### src/rtl/addr_key_unlock_pkg.sv
// addr_key_pkg: shared types and helpers for the address-key unlock latch.
//   state_t    : LOCKED while collecting key nibbles, OPEN once unlocked.
//   key_nib    : extracts step i (0..7) from the packed 32-bit key.
//   lfsr_next  : one shift of a left-shifting Fibonacci LFSR, feedback into
//                bit 0. Works on a 32-bit container; callers keep the low
//                bits they need.
package addr_key_pkg;

   typedef enum logic {LOCKED = 1'b0, OPEN = 1'b1} state_t;

   function automatic logic [3:0] key_nib(input logic [31:0] key, input int i);
      return key[4*i +: 4];
   endfunction

   function automatic logic [31:0] lfsr_next(input logic [31:0] v, input logic [31:0] taps);
      return {v[30:0], ^(v & taps)};
   endfunction

endpackage

### src/rtl/addr_key_unlock_if.sv
// addr_key_unlock_if: snooped bus access plus the two-lane read response.
//   bus_valid : one-cycle strobe per access
//   ssel_n    : active-low slot select
//   ba        : bus address
//   br_w      : 1 = read, 0 = write
//   rd_oe     : per-lane drive enable (one-hot or zero)
//   rd_d      : per-lane response data
interface addr_key_unlock_if #(parameter int ADDR_W = 14);
   logic              bus_valid;
   logic              ssel_n;
   logic [ADDR_W-1:0] ba;
   logic              br_w;
   logic [1:0]        rd_oe;
   logic [1:0]        rd_d;

   modport master (output bus_valid, ssel_n, ba, br_w, input rd_oe, rd_d);
   modport slave  (input bus_valid, ssel_n, ba, br_w, output rd_oe, rd_d);
endinterface

### src/rtl/addr_key_unlock_resp_lfsr.sv
// resp_lfsr: response bit generator.
//   clk, rst_n : clock, async active-low reset (loads SEED)
//   load       : reload SEED (takes priority over adv)
//   adv        : advance one step
//   bit_o      : current response bit, q[0]
module resp_lfsr
   import addr_key_pkg::*;
#(
   parameter int           W    = 6,
   parameter logic [W-1:0] TAPS = 6'h30,
   parameter logic [W-1:0] SEED = 6'h01
) (
   input  logic clk,
   input  logic rst_n,
   input  logic load,
   input  logic adv,
   output logic bit_o
);

   logic [W-1:0] q;
   logic [31:0]  nxt;

   assign nxt   = lfsr_next(32'(q), 32'(TAPS));
   assign bit_o = q[0];

   always_ff @(posedge clk or negedge rst_n) begin
      if (!rst_n)    q <= SEED;
      else if (load) q <= SEED;
      else if (adv)  q <= nxt[W-1:0];
   end

endmodule

### src/rtl/addr_key_unlock.sv
// addr_key_unlock: bus-snooping security latch.
// Reads that hit the address window must present KEY nibble by nibble; once
// the whole key is seen the block opens and answers each decoded read with an
// LFSR bit on one of two data lanes, alternating lanes per read. Any write
// hit relocks.
//   clk, rst_n : clock, async active-low reset
//   bus        : snooped access in, two-lane response out
//   unlocked   : high while OPEN
//   step       : key progress (KEY_LEN while OPEN)
module addr_key_unlock
   import addr_key_pkg::*;
#(
   parameter int                ADDR_W    = 14,
   parameter logic [ADDR_W-1:0] WIN_MASK  = 14'h3000,
   parameter logic [ADDR_W-1:0] WIN_MATCH = 14'h1000,
   parameter int                NIB_LSB   = 4,
   parameter int                KEY_LEN   = 4,
   parameter logic [31:0]       KEY       = 32'h0000_C9A2,
   parameter int                LFSR_W    = 6,
   parameter logic [LFSR_W-1:0] LFSR_TAPS = 6'h30,
   parameter logic [LFSR_W-1:0] LFSR_SEED = 6'h01,
   parameter int                TIMEOUT   = 0,
   localparam int               SW        = $clog2(KEY_LEN+1)
) (
   input  logic                   clk,
   input  logic                   rst_n,
   addr_key_unlock_if.slave       bus,
   output logic                   unlocked,
   output logic [SW-1:0]          step
);

   localparam int            TW      = (TIMEOUT > 0) ? $clog2(TIMEOUT+1) : 1;
   localparam logic [TW-1:0] TO_LAST = TW'((TIMEOUT > 0) ? TIMEOUT-1 : 0);

   state_t        state_q, state_d;
   logic [SW-1:0] step_q, step_d;
   logic [TW-1:0] idle_q, idle_d;
   logic          lane_q, lane_d;
   logic          lfsr_load, lfsr_adv, lfsr_bit;
   logic          hit;
   logic [3:0]    nib;
   logic [1:0]    oe_c, d_c;

   assign hit = bus.bus_valid & ~bus.ssel_n & ((bus.ba & WIN_MASK) == WIN_MATCH);
   assign nib = bus.ba[NIB_LSB +: 4];

   resp_lfsr #(.W(LFSR_W), .TAPS(LFSR_TAPS), .SEED(LFSR_SEED)) u_lfsr (
      .clk   (clk),
      .rst_n (rst_n),
      .load  (lfsr_load),
      .adv   (lfsr_adv),
      .bit_o (lfsr_bit)
   );

   always_ff @(posedge clk or negedge rst_n) begin
      if (!rst_n) begin
         state_q <= LOCKED;
         step_q  <= '0;
         idle_q  <= '0;
         lane_q  <= 1'b0;
      end else begin
         state_q <= state_d;
         step_q  <= step_d;
         idle_q  <= idle_d;
         lane_q  <= lane_d;
      end
   end

   always_comb begin
      state_d   = state_q;
      step_d    = step_q;
      idle_d    = idle_q;
      lane_d    = lane_q;
      lfsr_load = 1'b0;
      lfsr_adv  = 1'b0;
      oe_c      = 2'b00;
      d_c       = 2'b00;
      case (state_q)
         LOCKED: begin
            if (hit) begin
               idle_d = '0;
               if (bus.br_w) begin
                  if (nib == key_nib(KEY, int'(step_q))) begin
                     if (step_q == SW'(KEY_LEN-1)) begin
                        state_d   = OPEN;
                        step_d    = SW'(KEY_LEN);
                        lfsr_load = 1'b1;
                        lane_d    = 1'b0;
                     end else begin
                        step_d = step_q + 1'b1;
                     end
                  end else begin
                     // only recovery: a wrong nibble that is itself the first key nibble
                     step_d = (nib == key_nib(KEY, 0)) ? SW'(1) : '0;
                  end
               end else begin
                  step_d = '0;
               end
            end else if (TIMEOUT > 0 && step_q != '0) begin
               if (idle_q == TO_LAST) begin
                  step_d = '0;
                  idle_d = '0;
               end else begin
                  idle_d = idle_q + 1'b1;
               end
            end
         end
         OPEN: begin
            if (hit) begin
               if (bus.br_w) begin
                  oe_c[lane_q] = 1'b1;
                  d_c[lane_q]  = lfsr_bit;
                  lfsr_adv     = 1'b1;
                  lane_d       = ~lane_q;
               end else begin
                  state_d = LOCKED;
                  step_d  = '0;
                  idle_d  = '0;
               end
            end
         end
         default: state_d = LOCKED;
      endcase
   end

   assign bus.rd_oe = oe_c;
   assign bus.rd_d  = d_c;
   assign unlocked  = (state_q == OPEN);
   assign step      = step_q;

endmodule
### src/flat_wrapper.sv
// flat-port wrapper written by rule: the top's interface ports become plain ports
module addr_key_unlock_flat import addr_key_pkg::*;
#(
   parameter int                ADDR_W    = 14,
   parameter logic [ADDR_W-1:0] WIN_MASK  = 14'h3000,
   parameter logic [ADDR_W-1:0] WIN_MATCH = 14'h1000,
   parameter int                NIB_LSB   = 4,
   parameter int                KEY_LEN   = 4,
   parameter logic [31:0]       KEY       = 32'h0000_C9A2,
   parameter int                LFSR_W    = 6,
   parameter logic [LFSR_W-1:0] LFSR_TAPS = 6'h30,
   parameter logic [LFSR_W-1:0] LFSR_SEED = 6'h01,
   parameter int                TIMEOUT   = 0,
   localparam int               SW        = $clog2(KEY_LEN+1)
)
  (clk, rst_n, unlocked, step, bus_bus_valid, bus_ssel_n, bus_ba, bus_br_w, bus_rd_oe, bus_rd_d);
  addr_key_unlock_if #(.ADDR_W(ADDR_W)) bus_i ();
  input  logic clk;
  input  logic rst_n;
  output logic unlocked;
  output logic [SW-1:0] step;
  input wire logic [$bits(bus_i.bus_valid)-1:0] bus_bus_valid;
  input wire logic [$bits(bus_i.ssel_n)-1:0] bus_ssel_n;
  input wire logic [$bits(bus_i.ba)-1:0] bus_ba;
  input wire logic [$bits(bus_i.br_w)-1:0] bus_br_w;
  output wire logic [$bits(bus_i.rd_oe)-1:0] bus_rd_oe;
  output wire logic [$bits(bus_i.rd_d)-1:0] bus_rd_d;
  assign bus_i.bus_valid = bus_bus_valid;
  assign bus_i.ssel_n = bus_ssel_n;
  assign bus_i.ba = bus_ba;
  assign bus_i.br_w = bus_br_w;
  assign bus_rd_oe = bus_i.rd_oe;
  assign bus_rd_d = bus_i.rd_d;
  addr_key_unlock #(.ADDR_W(ADDR_W), .WIN_MASK(WIN_MASK), .WIN_MATCH(WIN_MATCH), .NIB_LSB(NIB_LSB), .KEY_LEN(KEY_LEN), .KEY(KEY), .LFSR_W(LFSR_W), .LFSR_TAPS(LFSR_TAPS), .LFSR_SEED(LFSR_SEED), .TIMEOUT(TIMEOUT)) u_core (.clk(clk), .rst_n(rst_n), .bus(bus_i), .unlocked(unlocked), .step(step));
endmodule
### config.mk
export PLATFORM = sky130hd
export DESIGN_NAME = addr_key_unlock_flat
export DESIGN_NICKNAME = d
export VERILOG_FILES = /design/src/rtl/addr_key_unlock_pkg.sv /design/src/rtl/addr_key_unlock_if.sv /design/src/rtl/addr_key_unlock_resp_lfsr.sv /design/src/rtl/addr_key_unlock.sv /design/src/flat_wrapper.sv
export SDC_FILE = /design/constraint.sdc
export NUM_CORES = 1
export LEC_CHECK = 0
export ABC_AREA = 1
export CAP_MARGIN = 20
export CORE_ASPECT_RATIO = 0.9
export CORE_MARGIN = 5
export CORE_UTILIZATION = 40
export DETAILED_ROUTE_END_ITERATION = 10
export GPL_ROUTABILITY_DRIVEN = 0
export PLACE_DENSITY = 0.83
export SLEW_MARGIN = 20
export SYNTH_ARGS = -nofsm -noshare
export SYNTH_HDL_FRONTEND = slang
export SYNTH_SLANG_ARGS = --single-unit
### constraint.sdc
create_clock -name clk -period 1.7 [get_ports clk]
set_input_delay 0.51 -clock clk [delete_from_list [all_inputs] [get_ports clk]]
set_output_delay 0.51 -clock clk [all_outputs]
set_load 0.02 [all_outputs]
==> impl_metrics.py, run 1 <==
metrics = {
    "pwr": {
        "peakVddDrop_uv": 425.8,
        "power_frac_comb_pct": 37.5,
        "power_uw": 805.8,
        "clkPwrFrac_pct": 23.5,
        "p_int_uw": 506.4,
        "power.switching_uw": 299.4,
        "p_seq_share_pct": 39.0,
        "swShare_pct": 37.16,
        "powerDensity_mw_per_mm2": 737.7,
        "leakage_nw": 0.5537,
    },
    "job": {
        "max_cap_viol_count": 0,
    },
    "timing": {
        "setup_viol": 4,
        "fin_ws_ns": -0.1535,
        "min_period_over_period_pct": 109.0,
        "rsz0062_at_grt": "true",
        "slew_viol_final": 0,
        "finalHoldViolCount": 0,
        "slew_headroom_pct": 65.81,
        "skew_ns": 0.003141,
        "period_needed_ns": 1.853,
        "clock.fmax_mhz": 539.5,
        "worstMarginPinSlew_ns": 0.5113,
    },
    "logic_synthesis": {
        "syn_area_um2": 748.2,
        "syn-instance-count": 91,
        "avgSynthCellArea_um2": 8.222,
        "synth_fa_ha_area_share_pct": 6.689,
        "seq_area_frac_synth_pct": 36.96,
        "synth_mux_area_share_pct": 0,
        "syn_nets": 114,
        "synth-xor-area-share_pct": 2.341,
        "netlist.area_leader.share_pct": 33.44,
        "synthSimpleGateAreaFrac_pct": 40.13,
        "yosys_warnings": 0,
        "ys_types": 24,
        "ys_seq_elements": 11,
        "synth_compound_area_share_pct": 6.355,
        "synth_top_family_by_area": "simple AND/OR/NAND/NOR gates",
        "yosysTopAreaCell": "dfrtp_1",
        "synth_area_leaders": "dfrtp_1 (33%), nand2_1 (10%), nand3_1 (8.0%), ha_1 (6.7%), nand3_4 (4.7%)",
    },
    "cells_and_area": {
        "final_nets": 148,
        "fillers": 153,
        "drive_above_1_share_pct": 38.71,
        "insertedDiodeCount": 0,
        "final_cell_mix": "nand2_1 (20), buf_4 (13), nand3_1 (11)",
        "final_common_cell": "nand2_1",
        "areaGrowthSynthToFinish_pct": 45.99,
    },
    "die": {
        "die_w_um": 55.59,
        "rows": 14,
        "ioPinCount": 27,
        "die_area_mm2": 0.002837,
        "start_util_pct": 43.59,
        "die_h_um": 51.03,
        "core_mm2": 0.001717,
    },
    "clocking": {
        "htree_levels": 1,
        "cts_tree": "yes",
        "clockBufferDepth": 2,
        "hold_buffers": 0,
        "worstSkewPairLatency_ns": 0.28,
        "clk_pin_slew_worst_paths_ns": 0.07,
        "cts_buffers": 3,
        "cts_sinks": 11,
        "clockRootBuffer": "clkbuf_4",
    },
    "detailed_routing": {
        "routedWlPerCell_um": 12.84,
        "detail-route-antenna-nets": 0,
        "drtPass1Iterations": 5,
        "drt_iter0_markers": 13,
        "drc": 0,
        "via_per_inst": 4.919,
        "vias": 728,
        "wl_um": 1901,
    },
    "global_route": {
        "first_global_vias": 696,
        "grt_max_degree": 12,
        "groute.usage.overall_pct": 14.88,
        "grt_pass1_wl_um": 3263,
        "antenna_found_initial": 0,
        "grt-ovfl-total": 0,
    },
    "critical_path": {
        "r2r_slack_ns": 0.11,
        "timing.rr.end": "u_core.lane_q$_DFFE_PN0P_",
        "crit_type": "in2out",
        "rr_worst_depth": 7,
        "required_ns": 1.19,
        "r2r_start": "u_core.step[1]$_DFFE_PN0P_",
        "crit_fanout": 5,
        "arrival_ns": 1.34,
        "start_kind": "input port",
        "crit_path_end_kind": "primary output",
    },
    "placement": {
        "dp_hpwl_um": 1458,
        "io_buffers": 18,
        "dp_slack_ns": -1.015,
    },
    "outcome": {
        "status": "complete, but fails checks",
        "violations": "setup timing",
    },
    "hold_path": {
        "hold_path_depth": 2,
        "min-delay-start": "u_core.u_lfsr.q[2]$_DFFE_PN0P_",
        "worstHoldPathType": "reg2reg",
        "holdPathEnd": "u_core.u_lfsr.q[3]$_DFFE_PN0P_",
    },
}
==> worst max-delay path by stage <==
stage,end,cells after the start,startpoint
6_report,bus_rd_d[0],6,bus_br_w
3_5_place_dp,bus_rd_d[1],7,bus_ba[13]
5_1_grt,bus_rd_d[0],7,bus_ssel_n
3_3_place_gp,bus_rd_d[0],7,bus_ba[13]
2_1_floorplan,bus_rd_d[0],6,bus_ba[13]
4_1_cts,bus_rd_d[1],7,bus_ssel_n
==> Yosys cell counts <==
cell and n:
nand2_1 20, nor3_2 2, nor2_4 3, or2_2 1
nor3_1 1, ha_1 4, o21ai_0 3, buf_6 1
o21ai_2 2, nand3_4 2, nand4_1 1, nand2_2 2
dfstp_2 1, nand3_2 1, o21ai_1 2, nor2_2 1
nand3b_1 1, xor2_1 2, inv_1 9, dfrtp_1 10
nor2_1 6, nand3_1 12, inv_2 3, a21oi_1 1
==> worst max-delay path, cell delays in order <==
cell,delay [ns]
clkdlybuf4s15_2,0.22
nand3_4,0.10
nor2_4,0.13
inv_4,0.08
nor3_4,0.16
buf_6,0.14
==> state kept, by name, indices dropped and copies added (netlist names) <==
signal	flops
u_core.lane_q	1
u_core.unlocked	1
u_core.u_lfsr.q	6
u_core.step	3
==> kinds of logic (layout without fill, tap and decap cells) <==
family                     count (synthesis)  after routing
xor gates and xnor gates                   2              2
adders and majority gates                  4              4
buffers and inverters                     13             46
DFF                                       11             11
AOI/OAI and AO/OA                          8              8
and+or+nand+nor                           53             53
==> power groups by stage <==
| stage | registers, mW | clock network [mW] | logic, mW |
|---|---|---|---|
| final | 0.314 | 0.189 | 0.302 |
| after global routing | 0.320 | 0.206 | 0.336 |
| after CTS | 0.315 | 0.195 | 0.284 |
| after detailed placement | 0.321 | 0 | 0.296 |
| after global placement | 0.319 | 0 | 0.280 |
| after floorplan | 0.343 | 0 | 0.142 |
==> stage by stage <==
step	utilization (%)	cell area, µm²	TNS, ns	hold WS [ns]	instances
2_1_floorplan	-	770.7	-0.2681	0.2144	91
3_3_place_gp	59.99	1030	-4.696	0.4644	140
3_5_place_dp	59.99	1030	-5.388	0.4707	140
4_1_cts	61.95	1064	-0.5309	0.4889	146
5_1_grt	63.63	1092	-0.6010	0.5196	148
6_report	63.63	1092	-0.3964	0.4871	148
==> what timing repair did <==
action,in CTS,in global routing
setup endpoints to repair,13,15
pin swaps,8,4
cloned,0,0
buffers inserted,2,2
resized for setup,47,4
==> metal layers <==
| layer | track usage (%) | routed length (µm) | up-vias |
|---|---|---|---|
| li1 | - | - | 366 |
| met1 | 17.00 | 767 | 335 |
| met2 | 26.18 | 1015 | 21 |
| met3 | 2.267 | 65 | 6 |
| met4 | 9.717 | 53 | 0 |
| met5 | 0 | 0 | - |
==> cell type report <==
class	instances	area [µm²]	share of cell area, %
inverter	12	47.55	4.353
multi-input combinational	67	450.4	41.24
clock buffer	4	26.28	2.405
timing repair buffer	30	260.3	23.83
tap	24	30.03	2.749
sequential	11	277.8	25.43
Note: power is estimated with default switching activity, not from simulation.
==> inputs of run 2 (changes only) <==
- SKIP_LAST_GASP: unset -> 1
- clock period: 1.7 -> 1.77 ns (I/O delays scaled with it)
==> impl_metrics.py, run 2 (synthesis gave the netlist of run 1 again) <==
metrics = {
    "critical_path": {
        "start_kind": "input port",
        "required_ns": 1.24,
        "r2r_slack_ns": 0.11,
        "crit_type": "in2out",
        "arrival_ns": 1.32,
        "crit_fanout": 5,
        "crit_path_end_kind": "primary output",
        "rr_worst_depth": 7,
    },
    "clocking": {
        "clockRootBuffer": "clkbuf_4",
        "cts_sinks": 11,
        "htree_levels": 1,
        "clockBufferDepth": 2,
        "clk_pin_slew_worst_paths_ns": 0.07,
        "worstSkewPairLatency_ns": 0.27,
        "cts_buffers": 3,
        "cts_tree": "yes",
    },
    "cells_and_area": {
        "final_util_pct": 64.36,
        "largest_reg_flops": 6,
        "drive_above_1_share_pct": 37.80,
        "fillers": 147,
        "final_nets": 151,
        "finalNonFillerCells": 151,
        "areaGrowthSynthToFinish_pct": 47.66,
        "finish.instance_area_mm2": 0.001105,
        "final_common_cell": "nand2_1",
        "final_cell_mix": "nand2_1 (20), buf_4 (15), nand3_1 (12)",
        "largest-register": "u_core.u_lfsr.q",
        "insertedDiodeCount": 0,
    },
    "timing": {
        "slew_headroom_pct": 66.69,
        "fin_ws_ns": -0.07761,
        "period_needed_ns": 1.848,
        "worstMarginPinSlew_ns": 0.4981,
        "clock.fmax_mhz": 541.2,
        "setup_viol": 4,
        "skew_ns": 0.008397,
        "rsz0062_at_grt": "true",
        "min_period_over_period_pct": 104.4,
        "timing.hold.ws_ns": 0.4890,
        "finalHoldViolCount": 0,
        "fin_tns_setup_ns": -0.2151,
        "slew_viol_final": 0,
    },
    "die": {
        "die_w_um": 55.59,
        "ioPinCount": 27,
        "start_util_pct": 43.59,
        "die_area_mm2": 0.002837,
        "core_mm2": 0.001717,
        "rows": 14,
        "die_h_um": 51.03,
    },
    "global_route": {
        "met1_usage_pct": 12.54,
        "met2_usage_pct": 28.54,
        "grt_pass1_wl_um": 3146,
        "use_met3_pct": 5.290,
        "grt_max_degree": 12,
        "groute.usage.overall_pct": 14.19,
        "antenna_found_initial": 0,
        "first_global_vias": 748,
        "grt-ovfl-total": 0,
        "grt.busiest_layer": "met2",
    },
    "placement": {
        "io_buffers": 18,
        "dp_slack_ns": -0.9685,
        "placed_area_mm2": 0.001032,
        "placed_cells": 141,
        "dp_hpwl_um": 1505,
    },
    "detailed_routing": {
        "drtPass1Iterations": 4,
        "vias": 739,
        "wl_um": 1984,
        "routedWlPerCell_um": 13.14,
        "drc": 0,
        "via_per_inst": 4.894,
        "drt_iter0_markers": 17,
        "detail-route-antenna-nets": 0,
    },
    "hold_path": {
        "worstHoldPathType": "reg2reg",
        "hold_path_depth": 2,
    },
    "outcome": {
        "status": "complete, but fails checks",
        "violations": "setup timing",
    },
    "pwr": {
        "power_uw": 765.0,
        "leakage_nw": 0.5679,
        "peakVddDrop_uv": 510.9,
        "powerDensity_mw_per_mm2": 692.5,
    },
    "job": {
        "max_cap_viol_count": 0,
    },
}
-- run 2: worst max-delay path, stage by stage --
cell and delay [ns]:
buf_6 0.10, nor2_4 0.12, nand3_4 0.08, nor2_4 0.13, inv_4 0.08, nor3_4 0.13, buf_6 0.14
-- run 2: cell type report --
cell class                 instances  area [µm²]  area share, %
multi-input combinational         67       437.9          39.64
timing repair buffer              33       286.5          25.93
inverter                          12       47.55          4.304
clock buffer                       4       26.28          2.378
sequential                        11       276.5          25.03
tap                               24       30.03          2.718
-- run 2: where the power goes --
group / total, mW / switching [mW] / internal [mW]
logic: 0.283 / 0.162 / 0.121
clock network: 0.178 / 0.0903 / 0.0872
registers: 0.304 / 0.0285 / 0.276
-- run 2: path summary, 6_finish.rpt --
kind                                                   to                           start
min in group asynchronous      u_core.step[0]$_DFFE_PN0P_                           rst_n
max in group asynchronous  u_core.u_lfsr.q[0]$_DFFE_PN1P_                           rst_n
max reg2reg                u_core.u_lfsr.q[1]$_DFFE_PN0P_      u_core.step[1]$_DFFE_PN0P_
min                        u_core.u_lfsr.q[3]$_DFFE_PN0P_  u_core.u_lfsr.q[2]$_DFFE_PN0P_
max                                           bus_rd_d[0]                      bus_ba[13]
min reg2reg                u_core.u_lfsr.q[3]$_DFFE_PN0P_  u_core.u_lfsr.q[2]$_DFFE_PN0P_
-- run 2: repair_timing --
| item | CTS | global route |
|---|---|---|
| pin swaps | 5 | 3 |
| hold buffers | 0 | 0 |
| setup endpoints to repair | 8 | 15 |
| resized for setup | 47 | 2 |
| setup buffers | 4 | 2 |
-- run 2: routing by layer --
metal  wire length [µm]  vias up
li1                   -      366
met1                754      345
met2               1102       22
met3                 91        6
met4                 35        0
met5                  0        -
==> inputs of run 3 (changes only) <==
- CTS_CLUSTER_SIZE: unset -> 8
- PLACE_DENSITY: 0.83 -> 0.82
- SYNTH_HIERARCHICAL: unset -> 1
==> impl_metrics.py, run 3 <==
metrics = {
    "clocking": {
        "clockBufferDepth": 2,
        "worstSkewPairLatency_ns": 0.27,
        "clockRootBuffer": "clkbuf_4",
        "htree_levels": 1,
        "cts_tree": "yes",
        "cts_sinks": 11,
        "cts_buffers": 3,
        "clk_pin_slew_worst_paths_ns": 0.06,
    },
    "pwr": {
        "leakage_nw": 0.6489,
        "peakVddDrop_uv": 389.8,
        "powerDensity_mw_per_mm2": 433.9,
    },
    "timing": {
        "skew_ns": 0.01021,
        "slew_viol_final": 0,
        "period_needed_ns": 1.814,
        "setup_viol": 1,
        "timing.hold.ws_ns": 0.4827,
        "slew_headroom_pct": 68.18,
        "rsz0062_at_grt": "true",
        "fin_ws_ns": -0.04354,
        "fin_tns_setup_ns": -0.04354,
        "clock.fmax_mhz": 551.4,
        "finalHoldViolCount": 0,
        "min_period_over_period_pct": 102.5,
        "worstMarginPinSlew_ns": 0.4758,
    },
    "logic_synthesis": {
        "synth_edf_count": 0,
        "synthMostInstantiatedCell": "nand2_1",
        "synthFlopType": "dfrtp_1",
        "seq_area_frac_synth_pct": 36.23,
        "syn_nets": 133,
        "yosysTopAreaCell": "dfrtp_1",
        "syn-instance-count": 110,
        "synth_area_leaders": "dfrtp_1 (33%), nand2_1 (19%), inv_1 (9.3%), ha_1 (6.6%), nor2_2 (4.1%)",
        "syn_area_um2": 763.2,
        "ys_seq_elements": 11,
        "yosys-top-cells-count": "nand2_1 (38), inv_1 (19), dfrtp_1 (10)",
        "ys_types": 18,
        "netlist.area_leader.share_pct": 32.79,
        "ys_async_sr_fraction_pct": 100.0,
        "yosys_warnings": 6,
        "avgSynthCellArea_um2": 6.938,
    },
    "global_route": {
        "groute.usage.overall_pct": 14.29,
        "first_global_vias": 822,
        "grt_max_degree": 12,
        "antenna_found_initial": 0,
        "grt_pass1_wl_um": 3201,
        "grt-ovfl-total": 0,
    },
    "cells_and_area": {
        "final_nets": 174,
        "largest_reg_flops": 6,
        "final_cell_mix": "nand2_1 (37), buf_4 (19), inv_1 (18)",
        "drive_above_1_share_pct": 38.00,
        "largest-register": "u_core/u_lfsr/q",
        "areaGrowthSynthToFinish_pct": 52.95,
        "final_common_cell": "nand2_1",
        "insertedDiodeCount": 0,
    },
    "die": {
        "die_w_um": 56.05,
        "die_h_um": 51.44,
        "core_mm2": 0.001858,
        "start_util_pct": 41.08,
        "rows": 15,
        "die_area_mm2": 0.002883,
        "ioPinCount": 27,
    },
    "hold_path": {
        "worstHoldPathType": "reg2reg",
    },
    "critical_path": {
        "crit_path_end_kind": "primary output",
        "arrival_ns": 1.28,
        "required_ns": 1.24,
        "crit_fanout": 4,
        "crit_type": "in2out",
        "start_kind": "input port",
    },
    "job": {
        "max_cap_viol_count": 0,
    },
    "detailed_routing": {
        "via_per_inst": 4.789,
        "routedWlPerCell_um": 11.27,
        "drtPass1Iterations": 4,
        "drt_iter0_markers": 13,
        "wl_um": 1973,
        "vias": 838,
        "detail-route-antenna-nets": 0,
        "drc": 0,
    },
    "outcome": {
        "violations": "setup timing",
        "status": "complete, but fails checks",
    },
    "placement": {
        "io_buffers": 18,
        "dp_hpwl_um": 1452,
    },
}
==> run 3: cell types whose count changed after synthesis, moves of 3 or more <==
cell	previous run	this run
nand2_1	20	38
nand3_1	12	4
inv_1	9	19
inv_2	3	7
nor2_2	1	5
o21ai_0	3	0
==> run 3: cells by family after synthesis <==
kind of cell / synth area share, %
buffers and inverters: 12.79
adders and majority gates: 6.558
and+or+nand+nor: 38.52
DFF: 36.23
AOI/OAI and AO/OA: 5.903
==> run 3: worst paths after layout <==
check	cells past startpoint	start	slack, ns	end
hold / removal	2	u_core/u_lfsr/q[2]$_DFFE_PN0P_	0.48	u_core/u_lfsr/q[3]$_DFFE_PN0P_
max in group asynchronous	1	rst_n	0.85	u_core/u_lfsr/q[0]$_DFFE_PN1P_
setup reg to reg	12	u_core/step[1]$_DFFE_PN0P_	0.06	u_core/u_lfsr/q[2]$_DFFE_PN0P_
setup / recovery	6	bus_br_w	-0.04	bus_rd_d[1]
min in group asynchronous	1	rst_n	0.58	u_core/u_lfsr/q[1]$_DFFE_PN0P_
hold reg to reg	2	u_core/u_lfsr/q[2]$_DFFE_PN0P_	0.48	u_core/u_lfsr/q[3]$_DFFE_PN0P_
==> run 3: critical path, cell delays in order <==
cell and delay [ns]:
clkdlybuf4s15_2 0.21, nand4_4 0.14, nor2_4 0.13, inv_2 0.05
nor2_2 0.09, buf_6 0.12
==> run 3: power breakdown <==
part           internal [mW]  total, mW  switching [mW]
Sequential             0.253      0.255         0.00169
Combinational         0.0428     0.0814          0.0386
Clock                 0.0873      0.171          0.0833
Total                  0.383      0.507           0.124
==> run 3: routing by layer <==
metal / vias up / share of wire [%] / GRT usage [%]
li1: 410 / - / -
met1: 392 / 40 / 13.85
met2: 29 / 53 / 27.82
met3: 7 / 4.2 / 3.030
met4: 0 / 2.8 / 8.300
met5: - / 0 / 0
==> run 3: timing repair <==
| action | CTS | global route |
|---|---|---|
| endpoints found under the setup margin | 8 | 10 |
| buffers inserted | 2 | 4 |
| pin swaps | 6 | 10 |
| endpoints found under the hold margin | 0 | 0 |
| cloned | 0 | 0 |
| hold buffers | 0 | 0 |
| resized for setup | 43 | 8 |
==> run 3: layout make-up <==
type	instances	area (µm²)
Timing Repair Buffer	36	292.8
Inverter	26	97.59
Tap cell	25	31.28
Multi-Input combinational cell	73	442.9
Clock buffer	4	26.28
Sequential cell	11	276.5
Fill cell	147	690.7
==> run 3: per-stage QoR <==
stage / instances / total power, mW / area (µm²) / setup slack, ns / utilization, %
floorplan: 110 / 0.2882 / 775.7 / -0.06512 / -
global placement: 165 / 0.3337 / 1077 / -0.8565 / 57.98
detailed placement: 165 / 0.3366 / 1077 / -0.9265 / 57.98
CTS: 171 / 0.5082 / 1104 / -0.06986 / 59.39
global route: 175 / 0.5350 / 1167 / -0.08884 / 62.83
finish: 175 / 0.5065 / 1167 / -0.04354 / 62.83
